`config.mk`:
```
export PLATFORM = sky130hd
export DESIGN_NAME = dl_router_flat
export DESIGN_NICKNAME = d
export VERILOG_FILES = /design/src/rtl/dl_router_if.sv /design/src/rtl/dl_router.sv /design/src/flat_wrapper.sv
export SDC_FILE = /design/constraint.sdc
export NUM_CORES = 1
export LEC_CHECK = 0
export ABC_AREA = 1
export BUFFER_PORTS_ARGS = -buffer_cell sky130_fd_sc_hd__buf_2
export CAP_MARGIN = 25
export CORE_MARGIN = 1
export CORE_UTILIZATION = 47
export DETAILED_ROUTE_END_ITERATION = 16
export MAX_ROUTING_LAYER = met4
export PLACE_DENSITY = 0.83
export SYNTH_ARGS = -nofsm -noshare
export SYNTH_HDL_FRONTEND = slang
export SYNTH_SLANG_ARGS = --single-unit
```
`constraint.sdc`:
```
create_clock -name clk_sys -period 1.75 [get_ports clk_sys]
set_input_delay 0.0875 -clock clk_sys [delete_from_list [all_inputs] [get_ports clk_sys]]
set_output_delay 0.0875 -clock clk_sys [all_outputs]
set_load 0.01 [all_outputs]
```
`src/rtl/dl_router_if.sv`:
```
// dl_router_if: hps_io ioctl download bus.
//   ioctl_download  download in progress
//   ioctl_wr        byte strobe
//   ioctl_addr      byte address (AW bits)
//   ioctl_dout      byte data
//   ioctl_index     download index
// master = hps_io side (drives), slave = dl_router side (samples).
interface dl_router_if #(
    parameter int AW = 25
) ();
    logic          ioctl_download;
    logic          ioctl_wr;
    logic [AW-1:0] ioctl_addr;
    logic [7:0]    ioctl_dout;
    logic [7:0]    ioctl_index;

    modport master (
        output ioctl_download, ioctl_wr, ioctl_addr, ioctl_dout, ioctl_index
    );

    modport slave (
        input ioctl_download, ioctl_wr, ioctl_addr, ioctl_dout, ioctl_index
    );
endinterface

```
`src/rtl/dl_router.sv`:
```
// dl_router: decodes the hps_io ioctl byte stream.
//   - ROM bytes are routed to one of REGIONS dpram regions (base/size per region)
//     as a registered one-hot write strobe plus region-local offset and data.
//   - DIP bytes and the core-variant (mod) byte are captured.
//   - The ROM download lifecycle is tracked: byte count, checksum,
//     unmapped-address error and a one-cycle completion pulse.
// Ports:
//   clk_sys, reset (synchronous, active-high)
//   io            ioctl bus (slave modport)
//   rom_wr/rom_addr/rom_data   region write port, latency 1
//   dip, mod, mod_valid        captured configuration bytes
//   dl_active, dl_done, byte_count, checksum, err_unmapped   download status
//
// state  | meaning
// IDLE   | no ROM download in progress
// LOAD   | ROM download in progress, bytes routed and counted
// FINISH | download ended, dl_done high for this one cycle
module dl_router #(
    parameter int                    REGIONS     = 4,
    parameter int                    AW          = 25,
    parameter logic [REGIONS*AW-1:0] REGION_BASE = '0,
    parameter logic [REGIONS*5-1:0]  REGION_LOG2 = '0,
    parameter int                    ROM_INDEX   = 0,
    parameter int                    MOD_INDEX   = 1,
    parameter int                    DIP_INDEX   = 254,
    parameter int                    DIP_BYTES   = 8
) (
    input  logic                   clk_sys,
    input  logic                   reset,
    dl_router_if.slave             io,
    output logic [REGIONS-1:0]     rom_wr,
    output logic [AW-1:0]          rom_addr,
    output logic [7:0]             rom_data,
    output logic [8*DIP_BYTES-1:0] dip,
    output logic [7:0]             mod,
    output logic                   mod_valid,
    output logic                   dl_active,
    output logic                   dl_done,
    output logic [AW:0]            byte_count,
    output logic [7:0]             checksum,
    output logic                   err_unmapped
);

    typedef enum logic [1:0] {IDLE, LOAD, FINISH} state_t;

    localparam logic [AW:0] CNT_ONE = (AW+1)'(1);
    localparam logic [AW:0] CNT_MAX = '1;

    state_t state, state_nxt;

    logic               is_rom, is_mod, is_dip;
    logic               start, rom_take;
    logic [REGIONS-1:0] hit;
    logic               hit_any;
    logic [AW-1:0]      hit_off;
    logic [AW-1:0]      base_i, off_i;

    assign is_rom = (io.ioctl_index == 8'(ROM_INDEX));
    assign is_mod = (io.ioctl_index == 8'(MOD_INDEX));
    assign is_dip = (io.ioctl_index == 8'(DIP_INDEX));

    // A byte arriving on the very cycle the download starts is already part of it.
    assign start    = (state == IDLE) && io.ioctl_download && is_rom;
    // In LOAD the byte coinciding with the falling download edge is still taken.
    assign rom_take = io.ioctl_wr && is_rom && ((state == LOAD) || start);

    always_ff @(posedge clk_sys) begin
        if (reset) state <= IDLE;
        else       state <= state_nxt;
    end

    always_comb begin
        state_nxt = state;
        dl_active = 1'b0;
        dl_done   = 1'b0;
        case (state)
            IDLE:   if (start) state_nxt = LOAD;
            LOAD: begin
                dl_active = 1'b1;
                if (!io.ioctl_download) state_nxt = FINISH;
            end
            FINISH: begin
                dl_done   = 1'b1;
                state_nxt = IDLE;
            end
            default: state_nxt = IDLE;
        endcase
    end

    // Region decode. Lowest index wins on overlap. The offset shifted right by
    // log2(size) is zero exactly when the address lies inside the region; a log2
    // of AW or more makes the region cover everything above its base.
    always_comb begin
        hit     = '0;
        hit_any = 1'b0;
        hit_off = '0;
        base_i  = '0;
        off_i   = '0;
        for (int i = 0; i < REGIONS; i++) begin
            base_i = REGION_BASE[i*AW +: AW];
            off_i  = io.ioctl_addr - base_i;
            if (!hit_any && (io.ioctl_addr >= base_i) &&
                ((off_i >> REGION_LOG2[i*5 +: 5]) == '0)) begin
                hit[i]  = 1'b1;
                hit_any = 1'b1;
                hit_off = off_i;
            end
        end
    end

    always_ff @(posedge clk_sys) begin
        if (reset) begin
            rom_wr       <= '0;
            rom_addr     <= '0;
            rom_data     <= '0;
            byte_count   <= '0;
            checksum     <= '0;
            err_unmapped <= 1'b0;
        end else begin
            rom_wr <= '0;
            if (start) begin
                byte_count   <= '0;
                checksum     <= '0;
                err_unmapped <= 1'b0;
            end
            if (rom_take) begin
                rom_wr <= hit;
                if (hit_any) begin
                    rom_addr <= hit_off;
                    rom_data <= io.ioctl_dout;
                end else begin
                    err_unmapped <= 1'b1;
                end
                if (start)                   byte_count <= CNT_ONE;
                else if (byte_count != CNT_MAX) byte_count <= byte_count + CNT_ONE;
                checksum <= start ? io.ioctl_dout : checksum + io.ioctl_dout;
            end
        end
    end

    always_ff @(posedge clk_sys) begin
        if (reset) begin
            dip       <= '0;
            mod       <= '0;
            mod_valid <= 1'b0;
        end else begin
            for (int k = 0; k < DIP_BYTES; k++) begin
                if (io.ioctl_wr && is_dip && (io.ioctl_addr == AW'(k)))
                    dip[k*8 +: 8] <= io.ioctl_dout;
            end
            if (io.ioctl_wr && is_mod) begin
                mod       <= io.ioctl_dout;
                mod_valid <= 1'b1;
            end
        end
    end

endmodule

```
`src/flat_wrapper.sv`:
```
// flat-port wrapper written by rule: the top's interface ports become plain ports
module dl_router_flat 
#(
    parameter int                    REGIONS     = 4,
    parameter int                    AW          = 25,
    parameter logic [REGIONS*AW-1:0] REGION_BASE = '0,
    parameter logic [REGIONS*5-1:0]  REGION_LOG2 = '0,
    parameter int                    ROM_INDEX   = 0,
    parameter int                    MOD_INDEX   = 1,
    parameter int                    DIP_INDEX   = 254,
    parameter int                    DIP_BYTES   = 8
)
  (clk_sys, reset, rom_wr, rom_addr, rom_data, dip, mod, mod_valid, dl_active, dl_done, byte_count, checksum, err_unmapped, io_ioctl_download, io_ioctl_wr, io_ioctl_addr, io_ioctl_dout, io_ioctl_index);
  dl_router_if #(.AW(AW)) io_i ();
  input  logic clk_sys;
  input  logic reset;
  output logic [REGIONS-1:0] rom_wr;
  output logic [AW-1:0] rom_addr;
  output logic [7:0] rom_data;
  output logic [8*DIP_BYTES-1:0] dip;
  output logic [7:0] mod;
  output logic mod_valid;
  output logic dl_active;
  output logic dl_done;
  output logic [AW:0] byte_count;
  output logic [7:0] checksum;
  output logic err_unmapped;
  input wire logic [$bits(io_i.ioctl_download)-1:0] io_ioctl_download;
  input wire logic [$bits(io_i.ioctl_wr)-1:0] io_ioctl_wr;
  input wire logic [$bits(io_i.ioctl_addr)-1:0] io_ioctl_addr;
  input wire logic [$bits(io_i.ioctl_dout)-1:0] io_ioctl_dout;
  input wire logic [$bits(io_i.ioctl_index)-1:0] io_ioctl_index;
  assign io_i.ioctl_download = io_ioctl_download;
  assign io_i.ioctl_wr = io_ioctl_wr;
  assign io_i.ioctl_addr = io_ioctl_addr;
  assign io_i.ioctl_dout = io_ioctl_dout;
  assign io_i.ioctl_index = io_ioctl_index;
  dl_router #(.REGIONS(REGIONS), .AW(AW), .REGION_BASE(REGION_BASE), .REGION_LOG2(REGION_LOG2), .ROM_INDEX(ROM_INDEX), .MOD_INDEX(MOD_INDEX), .DIP_INDEX(DIP_INDEX), .DIP_BYTES(DIP_BYTES)) u_core (.clk_sys(clk_sys), .reset(reset), .io(io_i), .rom_wr(rom_wr), .rom_addr(rom_addr), .rom_data(rom_data), .dip(dip), .mod(mod), .mod_valid(mod_valid), .dl_active(dl_active), .dl_done(dl_done), .byte_count(byte_count), .checksum(checksum), .err_unmapped(err_unmapped));
endmodule
```
Yosys cells after proc, flatten, opt, wreduce, memory -nomap -nowiden
Index checks and enable logic that the tools add are counted.
- order comparisons: 1
- multiplexer cells: 26
- add/sub/neg operators: 2
- bitwise gates (word level): 1
- eq/ne operators: 14
- reduce and logical (&&, ||, !) cells: 32
- operator list (cell ; number):
    26-bit 2-to-1 mux ; 4
    25-bit by 3-bit equality test with 1-bit output, second input constant ; 4
    25-bit 2-to-1 mux ; 4
    25-bit by 2-bit equality test with 1-bit output, second input constant ; 2
    26-bit by 1-bit adder with 26-bit output, second input constant ; 1
    26-bit != test, second input constant ; 1
    25-bit by 1-bit equality test with 1-bit output, second input constant ; 1
    25-bit by 1-bit >= comparator with 1-bit output, second input constant ; 1
    25-bit logical NOT ; 1
    8-bit 2-to-1 mux ; 3
    1-bit logical AND ; 21
    1-bit 2-to-1 mux ; 12
    8-bit adder ; 1
    8-bit by 1-bit equality test with 1-bit output, second input constant ; 1
    8-bit equality test, second input constant ; 1
    8-bit logical NOT ; 1
    2-bit 2-to-1 mux ; 2
    2-bit one-hot mux with 2 select lines ; 1
    2-bit AND reduction ; 2
    1-bit logical NOT ; 3
    2-bit by 1-bit equality test with 1-bit output, second input constant ; 1
    2-bit equality test, second input constant ; 1
    2-bit logical NOT ; 1
    2-bit by 1-bit != test with 1-bit output, second input constant ; 1
    5 further kinds ; 5
- register bits: 147
- output and inout bits: 147
- bits of input ports: 45
- word-level logic and storage cells: 93

Longest topological paths before layout
- word-level depth: 17
- mapped depth: 12

Least setup slack after synthesis
Ideal clock, no wire load.
- path type: reg2reg
- from: register u_core.checksum[0]
- to: register u_core.checksum[6]
- arrival time: 1.638 ns
- cell stages (with the launch flop): 10
- library setup time: 0.128 ns
- setup slack: -0.015 ns
- required time: 1.622 ns
- cells stage by stage: dfxtp_1 -> ha_1 -> inv_1 -> fa_1 -> o21ai_0 -> nand2_1 -> nand3_1 -> nand2_1 -> o21ai_0 -> a21oi_1
- cells in the longest elaborated chain, start to end: 3
- ends and longest elaborated chain (item ; line ; text):
    start: declaration ; dl_router.sv:40 ; output logic [7:0] checksum,
    start signal: assignment ; dl_router.sv:136 ; checksum <= start ? io.ioctl_dout : checksum + io.ioctl_dout;
    8-bit adder ; dl_router.sv:136 ;
    8-bit 2-to-1 mux ; dl_router.sv:136 ;
    8-bit 2-to-1 mux ; dl_router.sv:126 ; if (rom_take) begin
No other way between the ends.
A chain may end at the register's enable or synchronous reset.

Worst setup path in the final report
- from: register u_core.byte_count[1]
- to: register u_core.byte_count[22]
- cells in the longest elaborated chain, start to end: 4
- elaborated cells on any way between the ends: 5
- classes of those cells: add/sub (1); eq/ne (1); mux (3)
- ends and longest elaborated chain (item ; line ; text):
    start: declaration ; dl_router.sv:39 ; output logic [AW:0] byte_count,
    start signal: assignment ; dl_router.sv:135 ; else if (byte_count != CNT_MAX) byte_count <= byte_count + CNT_ONE;
    26-bit by 1-bit adder with 26-bit output / 26-bit != test (equally long branches) ; dl_router.sv:135 ;
    26-bit 2-to-1 mux * ; dl_router.sv:135 ;
    26-bit 2-to-1 mux * ; dl_router.sv:134 ; if (start) byte_count <= CNT_ONE;
    26-bit 2-to-1 mux * ; dl_router.sv:126 ;
Mark *: on every way between the ends. The rest lies on a longest branch, timed or not.

==> flow_summary_export.csv <==
group,metric,value,unit
run_status,status,"finished clean",
timing,report.final.slew_viol_count,0,
timing,rsz0062_at_grt,"true",
logic_synthesis,synth_top_area_cell,"dfxtp_1",
route,routed_wl,18.90,mm
worst_setup_path,cp-start-kind,"flop",
logic_synthesis,synth_edf_count,0,
layout,final_util,62.82,%
pwr,ir_drop,0.9223,mV
worst_setup_path,worstPathCellList,"ha_2 > inv_1 > nor2_2 > nand2_2 > nor2_4 > nand3_4 > buf_6 > nand3_2 > nor2_1 > nor2_1 > nor2_1",
worst_setup_path,arrival,2.00,ns
worst_setup_path,end_kind,"flop",
floorplan,rows,43,
clocking,clk-insertion-delay-late,0.42,ns
global_routing,grt_pass1_wl,28.77,mm
pwr,switchingPower,1753,uW
logic_synthesis,synth-main-ff-cell,"dfxtp_1",
route,vias_per_cell,5.109,
floorplan,initial_core_util,48.14,%
worst_setup_path,crit_required,2.06,ns
run,cap_violations,0,
route,drcViolationCount,0,
worst_setup_path,critPathTopFamily,"simple AND/OR/NAND/NOR gates",
worst_setup_path,crit_slowest_cell,"dfxtp_1",
hold_path,min_path_type,"in -> reg",
timing,max-slew-margin-rel,59.11,%
worst_setup_path,path_class,"reg -> reg",
layout,drive_above_1_share,27.99,%
pwr,power.share.clock,49.7,%
global_routing,grt_overflow,0,
floorplan,ios,192,
layout,instances_no_fill,1352,
route,wl_met3,1.437,mm
clocking,path_clk_slew,0.06,ns
route,wl_met1,7.735,mm
global_routing,grt_max_degree,46,
pwr,cellPowerDensity,821.2,mW/mm^2
route,wl_per_cell,13.98,um
floorplan,fp.dieH,121.0,um
logic_synthesis,yosysSeqAreaShare,43.31,%
pwr,p_int,5379,uW
route,top_layer_used,"met4",
clocking,numCtsBuffers,17,
logic_synthesis,yosysWarnings,0,
worst_setup_path,cp_common_cell,"nor2_1",
place,pre_cts_ws,0.03044,ns
pwr,power_frac_seq,46.0,%
logic_synthesis,synth.most_common_cell,"nand2_1",
timing,fin_ws,0.05510,ns
clocking,clockBufferDepth,2,
pwr,p_comb_share,4.3,%
logic_synthesis,synthDistinctLibCells,38,
timing,fin_crit,1.695,ns
pwr,swShare,24.58,%
pwr,total_power,7132,uW
clocking,cts-root-buf,"clkbuf_16",
logic_synthesis,syn_avg_cell_area,7.014,um^2
timing,fin_hold_ws,0.04223,ns
logic_synthesis,ys_top_cells_by_count,"174 x nand2_1, 165 x nor2_1, 144 x dfxtp_1",
route,drt-pass1-iter-count,5,
logic_synthesis,synthCells,949,
timing,fin_skew,0.005260,ns
logic_synthesis,synthArstFlopShare,0,%
route,initialDrtViolationCount,558,
logic_synthesis,synthTopCellsByArea,"dfxtp_1 43%, nand3_1 9.8%, nand2_1 9.8%",
global_routing,grt_pass1_vias,5940,
worst_setup_path,crit_fanout,8,
worst_setup_path,max_stage_delay,0.33,ns
place,port_buffers,188,
timing,max_freq,0.5900,GHz
floorplan,die_x,121.0,um
clocking,clock_sinks,144,
clocking,cts_tree,"done",
layout,nFillCells,1225,
route,postRouteAntennaNets,0,
logic_synthesis,synth_top_area_share,43.31,%
clocking,cts.htree.levels,4,
layout,area_growth,30.49,%
place,dp.cells,1315,
timing,worst_slew_pin_slew,0.6127,ns
layout,fin_nets,1213,
global_routing,grt_antenna_before_repair,0,
worst_setup_path,cp_num_buf_inv,2,
floorplan,coreArea,0.01383,mm^2
layout,n_antenna_cell,0,
pwr,power.leakage,0.004236,uW
timing,fin_crit_sh,96.85,%
floorplan,die_area,0.01464,mm^2
global_routing,grt_usage,25.96,%
logic_synthesis,synth_area,0.006656,mm^2
timing,setup_viol,0,
route,num_vias,6907,
place,gp_congestion,0.9060,
timing,hold_viol,0,
route,wl_met2,9.241,mm
place,place_hpwl,13.00,mm
logic_synthesis,ys_ff_latch,144,
==> registers in the layout, summed over array words and instances, names as in the netlist <==
name,cells
u_core.rom_wr,1
u_core.mod,8
u_core.rom_data,8
u_core.rom_addr,25
u_core.mod_valid,1
u_core.err_unmapped,1
u_core.byte_count,26
u_core.checksum,8
u_core.state,2
u_core.dip,64
==> worst reg2reg max path, stage by stage, from the launching register on <==
cell and delay (ns):
dfxtp_1 0.33, ha_2 0.19, inv_1 0.07, nor2_2 0.13, nand2_2 0.10, nor2_4 0.15
nand3_4 0.13, buf_6 0.16, nand3_2 0.09, nor2_1 0.05, nor2_1 0.13, nor2_1 0.07
==> stage by stage <==
| step | cell area, um^2 | setup TNS [ns] |
|---|---|---|
| 2_1_floorplan | 6664 | 0 |
| 3_3_place_gp | 7993 | 0 |
| 3_5_place_dp | 7993 | 0 |
| 4_1_cts | 8592 | 0 |
| 5_1_grt | 8686 | -0.9731 |
| 6_report | 8686 | 0 |
==> path summary, 6_finish.rpt <==
| check | from | end | slack [ns] | depth (start not counted) |
|---|---|---|---|---|
| max | u_core.byte_count[1]$_SDFF_PP0_ | u_core.byte_count[22]$_SDFF_PP0_ | 0.06 | 11 |
| min | io_ioctl_dout[1] | u_core.checksum[1]$_SDFFE_PP0P_ | 0.04 | 3 |
| max reg2reg | u_core.byte_count[1]$_SDFF_PP0_ | u_core.byte_count[22]$_SDFF_PP0_ | 0.06 | 11 |
| min reg2reg | u_core.rom_addr[24]$_SDFFE_PP0P_ | u_core.rom_addr[24]$_SDFFE_PP0P_ | 0.44 | 2 |
==> power groups by stage <==
stage | clock network [uW] | registers, uW | logic, uW
after floorplan | 0 | 3350 | 175
after global routing | 3750 | 3280 | 337
after detailed placement | 0 | 3350 | 295
after CTS | 3600 | 3280 | 298
after global placement | 0 | 3350 | 291
final | 3550 | 3280 | 308
==> placed cells by master (no fill, tap or decap), types with 4 or more instances in the layout <==
cell type	synthesis	routed
nand4_1	9	9
o21ai_1	2	5
nor2_2	9	10
nor3b_1	4	4
inv_1	79	78
a21oi_1	94	94
dfxtp_1	144	142
nand2_2	3	6
buf_12	0	6
clkbuf_16	0	17
nand3_1	131	129
o21ai_0	23	19
ha_1	8	7
nand2_1	174	170
nor2_4	3	5
inv_2	5	4
nor2_1	165	162
inv_6	0	8
buf_2	15	188
nor3_2	7	7
buf_4	14	49
nor3_1	6	6
==> cell families after synthesis <==
kind of cell / after synthesis / synth area share [%]
XOR/XNOR: 4 / 0.5264
buffers and inverters: 142 / 9.530
other: 1 / 0.05634
AND/OR/NAND/NOR: 526 / 35.36
flip-flops: 144 / 43.31
AO/OA/AOI/OAI: 123 / 9.417
adder cells (fa/ha/maj): 9 / 1.805
==> layout make-up <==
cell class | instances | area (um^2) | share of cell area, %
Multi-Input combinational cell | 665 | 3214 | 37.01
Sequential cell | 144 | 2885 | 33.22
Timing Repair Buffer | 246 | 1461 | 16.83
Clock buffer | 17 | 425.4 | 4.898
Inverter | 84 | 320.3 | 3.688
Tap cell | 180 | 225.2 | 2.593
Clock inverter | 15 | 148.9 | 1.714
Timing Repair inverter | 1 | 5.005 | 0.05762
==> what timing repair did <==
action / CTS / global route
pin swaps: 2 / 7
hold endpoints to repair: 2 / 0
hold buffers: 1 / 0
buffers inserted: 1 / 2
cloned: 0 / 1
setup endpoints to repair: 2 / 25
gates resized for setup: 2 / 24
==> layer usage <==
layer,global-route usage (%),vias to the layer above
met5,-,-
met4,10.19,0
met3,5.545,42
met2,43.68,283
met1,30.17,3113
li1,-,3469
No activity file was read; power rests on OpenSTA's default activity.
